--- config.mk ---
export PLATFORM = sky130hd
export DESIGN_NAME = fft4_sched
export DESIGN_NICKNAME = d
export VERILOG_FILES = /design/src/rtl/fft4_pkg.sv /design/src/rtl/fft4_sel_gen.sv /design/src/rtl/fft4_sched.sv
export SDC_FILE = /design/constraint.sdc
export NUM_CORES = 1
export LEC_CHECK = 0
export CORE_AREA = 2 2 55 57
export DETAILED_ROUTE_END_ITERATION = 8
export DIE_AREA = 0 0 57 59
export PLACE_DENSITY = 0.73
export RECOVER_POWER = 50
export SYNTH_ARGS = -nofsm -noshare
export SYNTH_HDL_FRONTEND = slang
export SYNTH_SLANG_ARGS = --single-unit
export TNS_END_PERCENT = 50
--- constraint.sdc ---
create_clock -name clk -period 1.6 [get_ports clk]
set_input_delay 0.24 -clock clk [delete_from_list [all_inputs] [get_ports clk]]
set_output_delay 0.24 -clock clk [all_outputs]
set_load 0.01 [all_outputs]
--- src/rtl/fft4_pkg.sv ---
// Shared types and constants for the 4-point FFT frame sequencer.
// Latency: n/a (declarations only).
// Backpressure: n/a (declarations only).
package fft4_pkg;

    // Frame phases: waiting for x0, feeding x0..x3, flushing the datapath.
    typedef enum logic [1:0] {
        IDLE  = 2'd0,
        LOAD  = 2'd1,
        DRAIN = 2'd2
    } state_t;

    localparam int FRAME_STEPS = 8;
    localparam int N_PTS       = 4;
    localparam int SEL_DELAY   = 2;

    localparam int STEP_W = $clog2(FRAME_STEPS);

    // Step at which the last sample of a frame sits on the datapath input.
    localparam logic [STEP_W-1:0] LAST_LOAD_STEP = STEP_W'(N_PTS - 1);
    // Final step of a frame; the only DRAIN step that can accept a new x0.
    localparam logic [STEP_W-1:0] LAST_STEP      = STEP_W'(FRAME_STEPS - 1);

endpackage

--- src/rtl/fft4_sel_gen.sv ---
// Stage-select generator: sel from the frame step, sel_1 as sel delayed SEL_DELAY cycles.
// Latency: sel is combinational from step; sel_1 lags sel by SEL_DELAY cycles.
// Backpressure: none; the delay line shifts every cycle, idle or not.
module fft4_sel_gen
    import fft4_pkg::*;
(
    input  logic              clk,
    input  logic              clear,
    input  logic              active,
    input  logic [STEP_W-1:0] step,
    output logic              sel,
    output logic              sel_1
);

    logic [SEL_DELAY-1:0] sel_sr;

    // First stage alternates every two steps and is parked low while idle.
    assign sel = active & step[1];

    // Second-stage select is the first-stage select seen SEL_DELAY cycles later;
    // it keeps shifting in IDLE so a back-to-back frame inherits the previous tail.
    always_ff @(posedge clk) begin
        if (clear) begin
            sel_sr <= '0;
        end else begin
            sel_sr <= {sel_sr[SEL_DELAY-2:0], sel};
        end
    end

    assign sel_1 = sel_sr[SEL_DELAY-1];

endmodule

--- src/rtl/fft4_sched.sv ---
// Frame sequencer for the serial 4-point FFT: feeds a/sel/sel_1, captures y, frames results.
// Latency: x0 accepted to r0 on out_data/out_valid is LAT+2 cycles; frame period 8 cycles.
// Backpressure: in_ready is the only stall point; output stream has none and frames never stall.
module fft4_sched
    import fft4_pkg::*;
#(
    parameter int DW  = 4,
    parameter int LAT = 4
) (
    input  logic          clk,
    input  logic          clear,
    input  logic          in_valid,
    output logic          in_ready,
    input  logic [DW-1:0] in_data,
    output logic [DW-1:0] a,
    output logic          sel,
    output logic          sel_1,
    input  logic [DW-1:0] y,
    output logic          out_valid,
    output logic [DW-1:0] out_data,
    output logic          out_last,
    output logic          busy,
    output logic          underrun,
    output logic [7:0]    frame_count
);

    state_t            state;
    state_t            state_nxt;
    logic [STEP_W-1:0] step;
    logic [STEP_W-1:0] step_nxt;
    logic              ready_raw;
    logic              accept;
    logic              active;
    logic [STEP_W-1:0] cap_idx;
    logic              capture;
    logic              cap_last;

    // FSM state register: phase plus the 3-bit frame step counter.
    always_ff @(posedge clk) begin
        if (clear) begin
            state <= IDLE;
            step  <= '0;
        end else begin
            state <= state_nxt;
            step  <= step_nxt;
        end
    end

    // Next-state logic: the step counter free-runs through a frame because the
    // datapath has no enable; only step 7 decides between a new frame and IDLE.
    always_comb begin
        state_nxt = state;
        step_nxt  = step;
        case (state)
            IDLE: begin
                step_nxt = '0;
                if (in_valid) begin
                    state_nxt = LOAD;
                end
            end
            LOAD: begin
                step_nxt = step + STEP_W'(1);
                if (step == LAST_LOAD_STEP) begin
                    state_nxt = DRAIN;
                end
            end
            DRAIN: begin
                step_nxt = step + STEP_W'(1);
                if (step == LAST_STEP) begin
                    step_nxt  = '0;
                    state_nxt = in_valid ? LOAD : IDLE;
                end
            end
            default: begin
                state_nxt = IDLE;
                step_nxt  = '0;
            end
        endcase
    end

    // FSM outputs: ready only in cycles whose accepted sample lands on a next cycle.
    always_comb begin
        ready_raw = 1'b0;
        case (state)
            IDLE:    ready_raw = 1'b1;
            LOAD:    ready_raw = (step != LAST_LOAD_STEP);
            DRAIN:   ready_raw = (step == LAST_STEP);
            default: ready_raw = 1'b0;
        endcase
        in_ready = ready_raw & ~clear;
        busy     = (state != IDLE);
    end

    assign accept = in_valid & in_ready;
    assign active = (state != IDLE);

    // Results r0..r3 emerge from the datapath at steps LAT..LAT+3. The modular
    // offset from LAT is below N_PTS exactly inside that window for LAT in 1..4.
    assign cap_idx  = step - STEP_W'(LAT);
    assign capture  = active & (cap_idx < STEP_W'(N_PTS));
    assign cap_last = capture & (cap_idx == LAST_LOAD_STEP);

    fft4_sel_gen u_sel_gen (
        .clk    (clk),
        .clear  (clear),
        .active (active),
        .step   (step),
        .sel    (sel),
        .sel_1  (sel_1)
    );

    // Datapath feed, result capture and status: a missing mid-frame sample is
    // replaced by zero and flagged, since the frame cannot wait for it.
    always_ff @(posedge clk) begin
        if (clear) begin
            a           <= '0;
            underrun    <= 1'b0;
            out_valid   <= 1'b0;
            out_data    <= '0;
            out_last    <= 1'b0;
            frame_count <= '0;
        end else begin
            a <= accept ? in_data : '0;
            if ((state == LOAD) && (step != LAST_LOAD_STEP) && !in_valid) begin
                underrun <= 1'b1;
            end
            out_valid <= capture;
            out_last  <= cap_last;
            if (capture) begin
                out_data <= y;
            end
            if (cap_last) begin
                frame_count <= frame_count + 8'd1;
            end
        end
    end

endmodule

### After elaboration in Yosys (flattened, before gate mapping)

Cells that the tools add are included.

| storage, ports and cells | value |
|---|---|
| flip-flop bits (word level) | 26 |
| bits of input ports | 11 |
| logic and storage cells | 44 |

| operators by class | value |
|---|---|
| add/subtract/negate cells | 3 |
| magnitude comparators | 1 |
| eq/ne operators | 9 |
| mux-type cells | 8 |
| bitwise gates (word level) | 7 |
| reduce and logical (&&, ||, !) cells | 7 |

Operators with widths:

| kind | count |
|---|---|
| 8-bit by 1-bit adder with 8-bit output, second input constant | 1 |
| 3-bit by 2-bit == test with 1-bit output, second input constant | 2 |
| 2-bit two-way mux | 3 |
| 2-bit != test, second input constant | 3 |
| 2-bit case mux with 3 select lines | 1 |
| 3-bit case mux with 2 select lines | 1 |
| 1-bit bitwise AND | 5 |
| 3-bit by 1-bit adder with 3-bit output, second input constant | 1 |
| 3-bit == test, second input constant | 1 |
| 3-bit less-than comparator, second input constant | 1 |
| 3-bit two-way mux | 1 |
| 3-bit by 2-bit != test with 1-bit output, second input constant | 1 |
| 1-bit case mux with 3 select lines | 1 |
| 3-bit AND reduction | 1 |
| 3-bit subtractor, second input constant | 1 |
| 2-bit by 1-bit == test with 1-bit output, second input constant | 1 |
| 2-bit == test, second input constant | 1 |
| 1-bit logical AND | 2 |
| 2-bit zero test | 1 |
| 1-bit inverter | 2 |
| 2-bit nonzero test | 1 |
| 2-bit OR reduction | 1 |
| 1-bit zero test | 1 |
| 1-bit two-way mux | 1 |

### Depth between registers and ports, before layout

| depth | value |
|---|---|
| depth after elaboration | 6 |
| depth in mapped cells | 7 |
| gate-level depth less buffers | 6 |

### By module

Synthesis repeated with hierarchy kept, for this count alone.

| second synthesis, totals | value |
|---|---|
| cells, all modules | 115 |
| area, all modules | 1106.1 sq um |

By module, submodules not included:

| module | instances | cells each | area an instance (sq um) | sequential area each (sq um) |
|---|---|---|---|---|
| fft4_sched | 1 | 110 | 1044.8 | 480.5 |
| fft4_sel_gen | 1 | 5 | 61.3 | 40.0 |

### Worst setup path before layout

No wires, ideal clock.

| timing path | value |
|---|---|
| kind | flip-flop to flip-flop |
| start point | reg state[0] |
| end point | reg frame_count[7] |
| setup time | 0.128 ns |
| arrival time | 1.366 ns |
| data required time | 1.472 ns |
| setup slack | 0.106 ns |
| cell stages (with the launch flop) | 8 |
| clock period less this slack | 1.494 ns |
| path through | dfxtp_1 > inv_1 > ha_1 > buf_6 > nand3b_4 > nor4_4 > xnor2_1 > nor2_1 |

| between the ends | value |
|---|---|
| longest elaborated chain between the ends | 3 |

RTL lines:

| item | RTL line | RTL |
|---|---|---|
| from (decl) | fft4_sched.sv:27 | `state_t state;` |
| from (signal assigned) | fft4_sched.sv:44 | `state <= state_nxt;` |
| 2-bit nonzero test | fft4_sched.sv:95 | `assign active = (state != IDLE);` |
| 1-bit bitwise AND | fft4_sched.sv:100 | `assign capture = active & (cap_idx < STEP_W'(N_PTS));` |
| 1-bit bitwise AND | fft4_sched.sv:101 | `assign cap_last = capture & (cap_idx == LAST_LOAD_STEP);` |
| to (signal assigned) | fft4_sched.sv:133 | `frame_count <= frame_count + 8'd1;` |
| to (decl) | fft4_sched.sv:24 | `output logic [7:0] frame_count` |

No other way between the ends.
A chain may end at the register's enable or synchronous reset.

### Worst setup path after layout

| timing path | value |
|---|---|
| start point | reg step[0] |
| end point | out in_ready |

| between the ends | value |
|---|---|
| longest elaborated chain between the ends | 3 |
| elaborated cells between the ends (all ways) | 4 |
| those cells by class | 2 x eq/ne; 1 x mux; 1 x bitwise |

RTL lines:

| item | RTL line | RTL |
|---|---|---|
| from (decl) | fft4_sched.sv:29 | `logic [STEP_W-1:0] step;` |
| from (signal assigned) | fft4_sched.sv:45 | `step <= step_nxt;` |
| 3-bit == test / 3-bit by 2-bit != test with 1-bit output (equally long branches) | fft4_sched.sv:87, fft4_sched.sv:86 |  |
| 1-bit case mux with 3 select lines (*) | fft4_sched.sv:84 | `case (state)` |
| 1-bit bitwise AND (*) | fft4_sched.sv:90 | `in_ready = ready_raw & ~clear;` |
| to (decl) | fft4_sched.sv:13 | `output logic in_ready,` |

Every way passes the cells marked *; elsewhere a longest branch is shown, timed or not.

==> reports/qor.yml <==
status: "finished with violations"
violations: "negative setup slack"
r2r-start: "state[1]"
die_w_um: 57
drc: 0
critPathKind: "reg -> out"
crit_start: "step[0]"
drive_gt1_share_pct: 30.5
layout_setup_ws_ns: -0.187
syn_nets: 134
critPathMaxStageDelay_ns: 0.36
die_h_um: 59
r2r_slack_ns: -0.03
ir_worst_vdd_uv: 654
hold_violations: 0
cts_tree: "built"
wl_per_cell_um: 13.5
dp_hpwl_um: 1860
critical_path_required_ns: 1.36
num-fill-cells: 241
final_nets: 187
cp_common_cell: "ha_4"
crit_arrival_ns: 1.55
drt_iter0_drc: 18
tightestPinTransition_ns: 0.425
r2r-end: "frame_count[5]"
dpl_worst_slack_ns: -0.343
clk_path_buf_depth: 2
grt_pass1_wl_um: 4200
finalClockSkew_ns: 0.00443
portBuffers: 33
placed_area_um2: 1570
track_usage_pct: 16.1
synthesis.area_um2: 1100
final_area_um2: 1740
cts.sinks: 26
avgSynthCellArea_um2: 9.60
gr-total-overflow: 0
hold_path.class: "reg -> reg"
cts-root-buf: "clkbuf_4"
timing.fmax_ghz: 0.560
setup_viol: 2
antenna_left: 0
fin_crit_ns: 1.79
coreArea_um2: 2710
slew_violations: 0
p_leak_nw: 0.721
yosys_warnings: 0
viasPerCell: 4.99
maxSlewHeadroom_pct: 71.7
most-common-layout-cells: "25 x clkdlybuf4s50_1, 22 x dfxtp_1, 16 x nor2_1, 16 x buf_4, 7 x inv_1"
place.gp.congestion: 0.894
first_global_vias: 1010
grt_max_degree: 21
n_antenna_cell: 0
critical_path.cell_chain: "ha_4 -> ha_4 -> nand2b_4 -> a21oi_2 -> nor2b_1 -> buf_2"
ioPinCount: 34
power_density_nw_per_um2: 775
timing.critical_path.fanout_max: 2
grt_antenna_before_repair: 0
rows: 19
rsz0062_at_grt: "yes"
postSynthCellCount: 115
area_delta_synth_final_pct: 57.3
startpoint_type: "register"
cp-end-kind: "output pin"
clk_pin_slew_worst_paths_ns: 0.13
worstRegToRegCells: 8
ys_ff_latch: 26
final_common_cell: "clkdlybuf4s50_1"
yosysUniqueCellTypes: 27
post-route-period-util_pct: 112
cp_slowest_cell: "dfxtp_2"
clk_latency_ns: 0.32
vias: 988
cp-endpoint: "in_ready"
cts_hold_buf: 0
max_cap_viol_count: 0
start_util_pct: 40.7
wirelength_um: 2670
die_area_um2: 3360
ys_seq_area_share_pct: 47.2
htreeDepth: 1
drt_pass1_iterations: 4
cts_made_buffers: 3
p_total_mw: 1.34
==> what timing repair did <==
| item | CTS | global route |
|---|---|---|
| setup endpoints to repair | 11 | 15 |
| pin swaps | 5 | 5 |
| gates resized for setup | 25 | 17 |
| buffers inserted | 2 | 0 |
==> critical path: cells and delay by family, from the launching register on <==
family	cells	cell delay, ns
buffers and inverters	1	0.13
AO/OA/AOI/OAI	1	0.13
flip-flops	1	0.36
AND/OR/NAND/NOR	2	0.27
adder cells (fa/ha/maj)	2	0.33
==> worst min-delay path by stage <==
stage,cells past startpoint,from,to
6_report,1,step[0],step[0]
5_1_grt,2,in_data[2],a[2]
4_1_cts,1,step[0],step[0]
3_5_place_dp,1,step[0],step[0]
3_3_place_gp,1,step[0],step[0]
2_1_floorplan,1,in_data[0],a[0]
==> report_power, final <==
group / leakage [nW] / switching, mW / internal, mW
combinational: 0.481 / 0.100 / 0.129
clock: 0.0279 / 0.191 / 0.253
sequential: 0.212 / 0.00829 / 0.663
==> sequential cells by signal (all words and copies together), names as in the netlist <==
name              flops
u_sel_gen.sel_sr      2
frame_count           8
underrun              1
step                  3
out_last              1
a                     4
out_valid             1
out_data              4
state                 2
==> routing by layer <==
layer  wire length [µm]  vias to the layer above  share of wire, %  GRT usage (%)
met3                183                        4               6.9           4.59
li1                   -                      482                 -              -
met1                995                      467                37           16.3
met4                 32                        0               1.2           3.99
met5                  0                        -                 0              0
met2               1460                       35                55           32.2
==> synth_stat cells <==
library cell / count / share of area (%)
inv_1: 9 / 3.1
clkbuf_1: 2 / 0.68
nor2_2: 1 / 0.57
nor2_1: 16 / 5.4
a211oi_1: 1 / 0.68
nand3b_4: 1 / 1.8
nor3_1: 3 / 1.4
or3_1: 2 / 1.1
xnor2_1: 4 / 3.2
o21ai_0: 4 / 1.8
nand2b_1: 1 / 0.57
a21oi_1: 8 / 3.6
nand4_1: 2 / 1.1
buf_6: 1 / 1.0
nor3b_2: 1 / 1.1
dfxtp_1: 26 / 47
mux2i_1: 5 / 4.5
a221oi_1: 1 / 0.79
nand2_1: 3 / 1.0
nor4_4: 1 / 1.9
xor2_1: 1 / 0.79
inv_2: 1 / 0.34
and2_1: 4 / 2.3
nor2b_1: 6 / 3.4
nand3_1: 2 / 0.91
a31oi_1: 1 / 0.57
ha_1: 8 / 9.1
==> cells by family (layout without fill, tap and decap cells) <==
logic type               Yosys count  count (layout)  share of synthesized area, %
multiplexers                       5               5                          4.54
AND/OR/NAND/NOR                   43              43                          22.7
adder cells (fa/ha/maj)            8               8                          9.07
AO/OA/AOI/OAI                     15              15                          7.48
XOR/XNOR                           5               5                          3.97
flip-flops                        26              26                          47.2
buffers and inverters             13              65                          5.10
==> final cells by class <==
cell class | count | area (µm²) | share of cell area [%]
multi-input combinational | 76 | 629 | 36.3
clock buffer | 3 | 22.5 | 1.30
timing repair buffer | 51 | 452 | 26.0
tap | 31 | 38.8 | 2.24
sequential | 26 | 526 | 30.3
inverter | 10 | 37.5 | 2.16
clock inverter | 1 | 30.0 | 1.73
==> stage by stage <==
step / utilization, % / hold WS, ns / setup TNS, ns / cells
finish: 64.0 / 0.450 / -0.216 / 198
global route: 64.0 / 0.455 / -0.722 / 198
CTS: 62.3 / 0.440 / -0.204 / 198
detailed placement: 58.1 / 0.417 / -0.736 / 192
global placement: 58.1 / 0.407 / -0.631 / 192
floorplan: - / 0.362 / 0 / 115
Power figures use the tool's default switching activity.
==> RTL change 1 (config.mk and constraints unchanged) <==
Change the package constant `SEL_DELAY` from 2 to 4.
--- a/src/rtl/fft4_pkg.sv
+++ b/src/rtl/fft4_pkg.sv
@@ -12,7 +12,7 @@
 
     localparam int FRAME_STEPS = 8;
     localparam int N_PTS       = 4;
-    localparam int SEL_DELAY   = 2;
+    localparam int SEL_DELAY   = 4;
 
     localparam int STEP_W = $clog2(FRAME_STEPS);
 
Formal check against the unedited RTL: not equivalent (Yosys sat finds a counterexample within 10 cycles, from zero or initial values).
==> RTL change 1 against the original RTL <==
The run still ends with negative setup slack left. Design area grew 2.5%. Power shrank 3.8%. Die area is the same. Synthesized area grew 4.4%. Wire length grew 0.34%. Setup slack is essentially flat. Sequential cell count grew 2. Core utilization grew 1.6 points. Global-route usage shrank 0.70 points. Highest routed layer unchanged.
==> RTL change 1: results (changes against the original RTL) <==
* Status: finished with violations (unchanged)
- Failing checks: negative setup slack (unchanged)
- Worst R2R End: frame_count[3]$_SDFFE_PP0P_ (was frame_count[5]$_SDFFE_PP0P_)
- M1 wire length: 1090 um (was 995 um)
- The synthesized net count was 138 (was 134).
- Minimum setup slack in the final design: -0.187 ns (about the same)
* Peak supply drop: 0.619 mV (was 0.654 mV)
- Via count of the first global-routing pass: 908 (was 1010)
* Post-place instance area: 1600 sq um (was 1570 sq um)
* Unique masters post-synth: 26 (was 27)
- The final sum of negative setup slack came to -0.315 ns (was -0.216 ns).
- Maximum number of pins on one net before global-route repair: 23 (was 21)
- The depth of the worst register-to-register path came to 6 (was 8).
- Pwr/cell area: 727 nW/um^2 (was 775 nW/um^2)
- Average wire per standard cell: 13.5 um (about the same)
- The most numerous cell on the critical path is sky130_fd_sc_hd__a21oi_4 (was sky130_fd_sc_hd__ha_4).
- The final clock skew was 0.00230 ns (was 0.00443 ns).
- Fillcell total: 215 (was 241)
- Overall track demand over capacity in global routing: 15.4% (was 16.1%)
- The fraction of layout instances using a drive strength above 1 was 28.6% (was 30.5%).
- The half-perimeter wire length of the detailed placement result came to 1770 um (was 1860 um).
- The number of nets in the final layout is 188 (was 187).
* Max-slew headroom at the worst pin: 82.1% (was 71.7%)
* Final weighted congestion in routability-driven placement: 0.843 (was 0.894)
- Total of endpoints with negative setup slack in the final report: 3 (was 2)
* Met2 global-route usage: 27.6% (was 32.2%)
- Amount of wire on met3 after detailed routing: 120 um (was 183 um)
* Vias after detailed routing: 1003 (was 988)
RTL change 1: cells by family after synthesis:
family	after synthesis	synth area share (%)
compound gates	15	7.17
xor+xnor	5	3.80
fa+ha+maj	8	8.69
buf+inv	12	4.67
flops	28	48.6
mux	5	4.34
simple gates	46	22.7
RTL change 1: cell type report:
class,count,share of cell area (%)
Sequential cell,28,31.9
Clock buffer,4,2.04
Timing Repair Buffer,49,25.0
Inverter,8,1.69
Tap cell,31,2.18
Multi-Input combinational cell,79,37.1
RTL change 1: timing repair:
action	in CTS	in global routing
buffers inserted	3	1
pin swaps	3	8
endpoints found under the setup margin	19	18
gates resized for setup	21	18
RTL change 1: power by group:
group	leakage (nW)	switching, mW	total, mW	internal, mW
logic	0.462	0.104	0.231	0.128
clock network	0.0210	0.202	0.342	0.140
registers	0.229	0.00780	0.720	0.713
total	0.712	0.314	1.29	0.980
==> RTL change 2 (config.mk and constraints unchanged) <==
Without the edit above. Register the output `frame_count` once more, without a reset; this adds one clock of latency there. The other outputs are not delayed to match.
--- a/src/rtl/fft4_sched.sv
+++ b/src/rtl/fft4_sched.sv
@@ -23,6 +23,8 @@
     output logic          underrun,
     output logic [7:0]    frame_count
 );
+
+    logic [7:0] frame_count_s0;
 
     state_t            state;
     state_t            state_nxt;
@@ -118,7 +120,7 @@
             out_valid   <= 1'b0;
             out_data    <= '0;
             out_last    <= 1'b0;
-            frame_count <= '0;
+            frame_count_s0 <= '0;
         end else begin
             a <= accept ? in_data : '0;
             if ((state == LOAD) && (step != LAST_LOAD_STEP) && !in_valid) begin
@@ -130,10 +132,14 @@
                 out_data <= y;
             end
             if (cap_last) begin
-                frame_count <= frame_count + 8'd1;
+                frame_count_s0 <= frame_count_s0 + 8'd1;
             end
         end
     end
 
+    always_ff @(posedge clk) begin
+        frame_count <= frame_count_s0;
+    end
+
 endmodule
 
Formal check against the unedited RTL: not equivalent (a bounded check fails within 10 cycles, from zero or initial values).
==> RTL change 2 against the original RTL <==
The flow still finishes with violations (negative setup slack). Final cell count rose by 5.6%. Synthesized area grew 15%. Sequential cell count increased by 8. Via count up 1.7%. Design area is 7.6% higher. Setup slack lost 0.0035 ns. Core utilization grew 4.8 points. Power is 18% higher. First-iteration DRC count fell by 5.6%. Wire length is 4.0% lower. Combinational power fell by 7%. Highest routed layer unchanged.
==> RTL change 2: results (changes against the original RTL) <==
- The count of vias placed by the detailed router is 1005 (was 988).
- Peak supply drop: 0.813 mV (was 0.654 mV)
- The power in sequential cells came to 867 uW (was 671 uW).
- Clock input transition at the sequential cells of the worst setup and hold paths: 0.11 ns (was 0.13 ns)
* Synthesized instance count: 123 (was 115)
- The final clock skew was 0.00659 ns (was 0.00443 ns).
- The number of nets in the final layout was 196 (was 187).
- Sequential-to-total area share from yosys stat: 53.9% (was 47.2%)
* Multiplexer share of the synthesized area: 3.96% (was 4.54%)
- The reg-to-reg critical path startpoint was step[0]$_SDFF_PP0_ (was state[1]$_SDFFE_PP0P_).
* Global-route wire length before repair: 4390 um (was 4200 um)
- Share of cells above drive strength 1: 26.4% (was 30.5%)
- The number of cells traversed by the worst hold path was 0 (was 1).
* Post-synthesis share of cell area spent on full adders, half adders and majority gates: 7.92% (was 9.07%)
- The post-route worst setup slack came to -0.190 ns (was -0.187 ns).
* Power Internal: 1.18 mW (was 1.05 mW)
- Largest regs: frame_count: 8 flops, frame_count_s0: 8 flops (was frame_count: 8 flops, a: 4 flops, out_data: 4 flops).
- The startpoint of the lowest-slack hold path is frame_count_s0[7]$_SDFFE_PP0P_ (was step[0]$_SDFF_PP0_).
* Final std cells w/o fill: 209 (was 198)
* Cell depth of the worst flop-to-flop path: 7 (was 8)
* Xor and xnor area share after synthesis: 3.47% (was 3.97%)
* Status: finished with violations (unchanged)
* Fin Hold WS: 0.373 ns (was 0.450 ns)
* Detailed placement HPWL: 1770 um (was 1860 um)
- The static leakage came to 0.755 nW (was 0.721 nW).
- The synthesized-area fraction occupied by ao, oa, aoi and oai cells was 6.53% (was 7.48%).
- The maximum clock frequency is 559 MHz (was 560 MHz).
- The DRC marker count from the first detailed-route iteration came to 17 (was 18).
- Biggest area contributors in the synthesized netlist: sky130_fd_sc_hd__dfxtp_1 (54%), sky130_fd_sc_hd__ha_1 (7.9%), sky130_fd_sc_hd__nor2_1 (4.8%), sky130_fd_sc_hd__mux2i_1 (4.0%), sky130_fd_sc_hd__a21oi_1 (3.2%) (was sky130_fd_sc_hd__dfxtp_1 (47%), sky130_fd_sc_hd__ha_1 (9.1%), sky130_fd_sc_hd__nor2_1 (5.4%), sky130_fd_sc_hd__mux2i_1 (4.5%), sky130_fd_sc_hd__a21oi_1 (3.6%)).
* Total of endpoints with negative setup slack in the final report: 3 (was 2)
- The setup fix buffers added after clock tree synthesis is 0 (was 2).
* Endpoint, Worst Hold: frame_count[7]$_DFF_P_ (was step[0]$_SDFF_PP0_)
- Total wire length after detailed routing: 2570 um (was 2670 um)
- Setup Slack @ Placement: -0.314 ns (was -0.343 ns)
- Failing checks: negative setup slack (unchanged).
- Share of power burned in combinational logic: 13.4% (was 17.1%)
* Deepest level of the CTS H-tree: 2 (was 1)
[RTL change 2: through the flow]
| step | TNS [ns] | instance area [sq um] |
|---|---|---|
| after global routing | -0.887 | 1870 |
| after CTS | -0.196 | 1840 |
| after floorplan | 0 | 1260 |
| after detailed placement | -0.498 | 1730 |
| after global placement | -0.483 | 1730 |
| final | -0.226 | 1870 |
[RTL change 2: area by class of cell]
| class | count | area (sq um) |
|---|---|---|
| Fill cell | 224 | 843 |
| Sequential cell | 34 | 688 |
| Multi-Input combinational cell | 76 | 589 |
| Timing Repair Buffer | 50 | 449 |
| Clock buffer | 6 | 51.3 |
| Tap cell | 31 | 38.8 |
| Inverter | 10 | 37.5 |
| Clock inverter | 2 | 12.5 |
[RTL change 2: metal layers]
metal	track usage (%)	vias to the layer above	share of wire, %
met2	30.2	34	50
met4	6.98	0	1.7
met3	6.99	4	6.9
li1	-	511	-
met5	0	-	0
met1	18.5	456	41
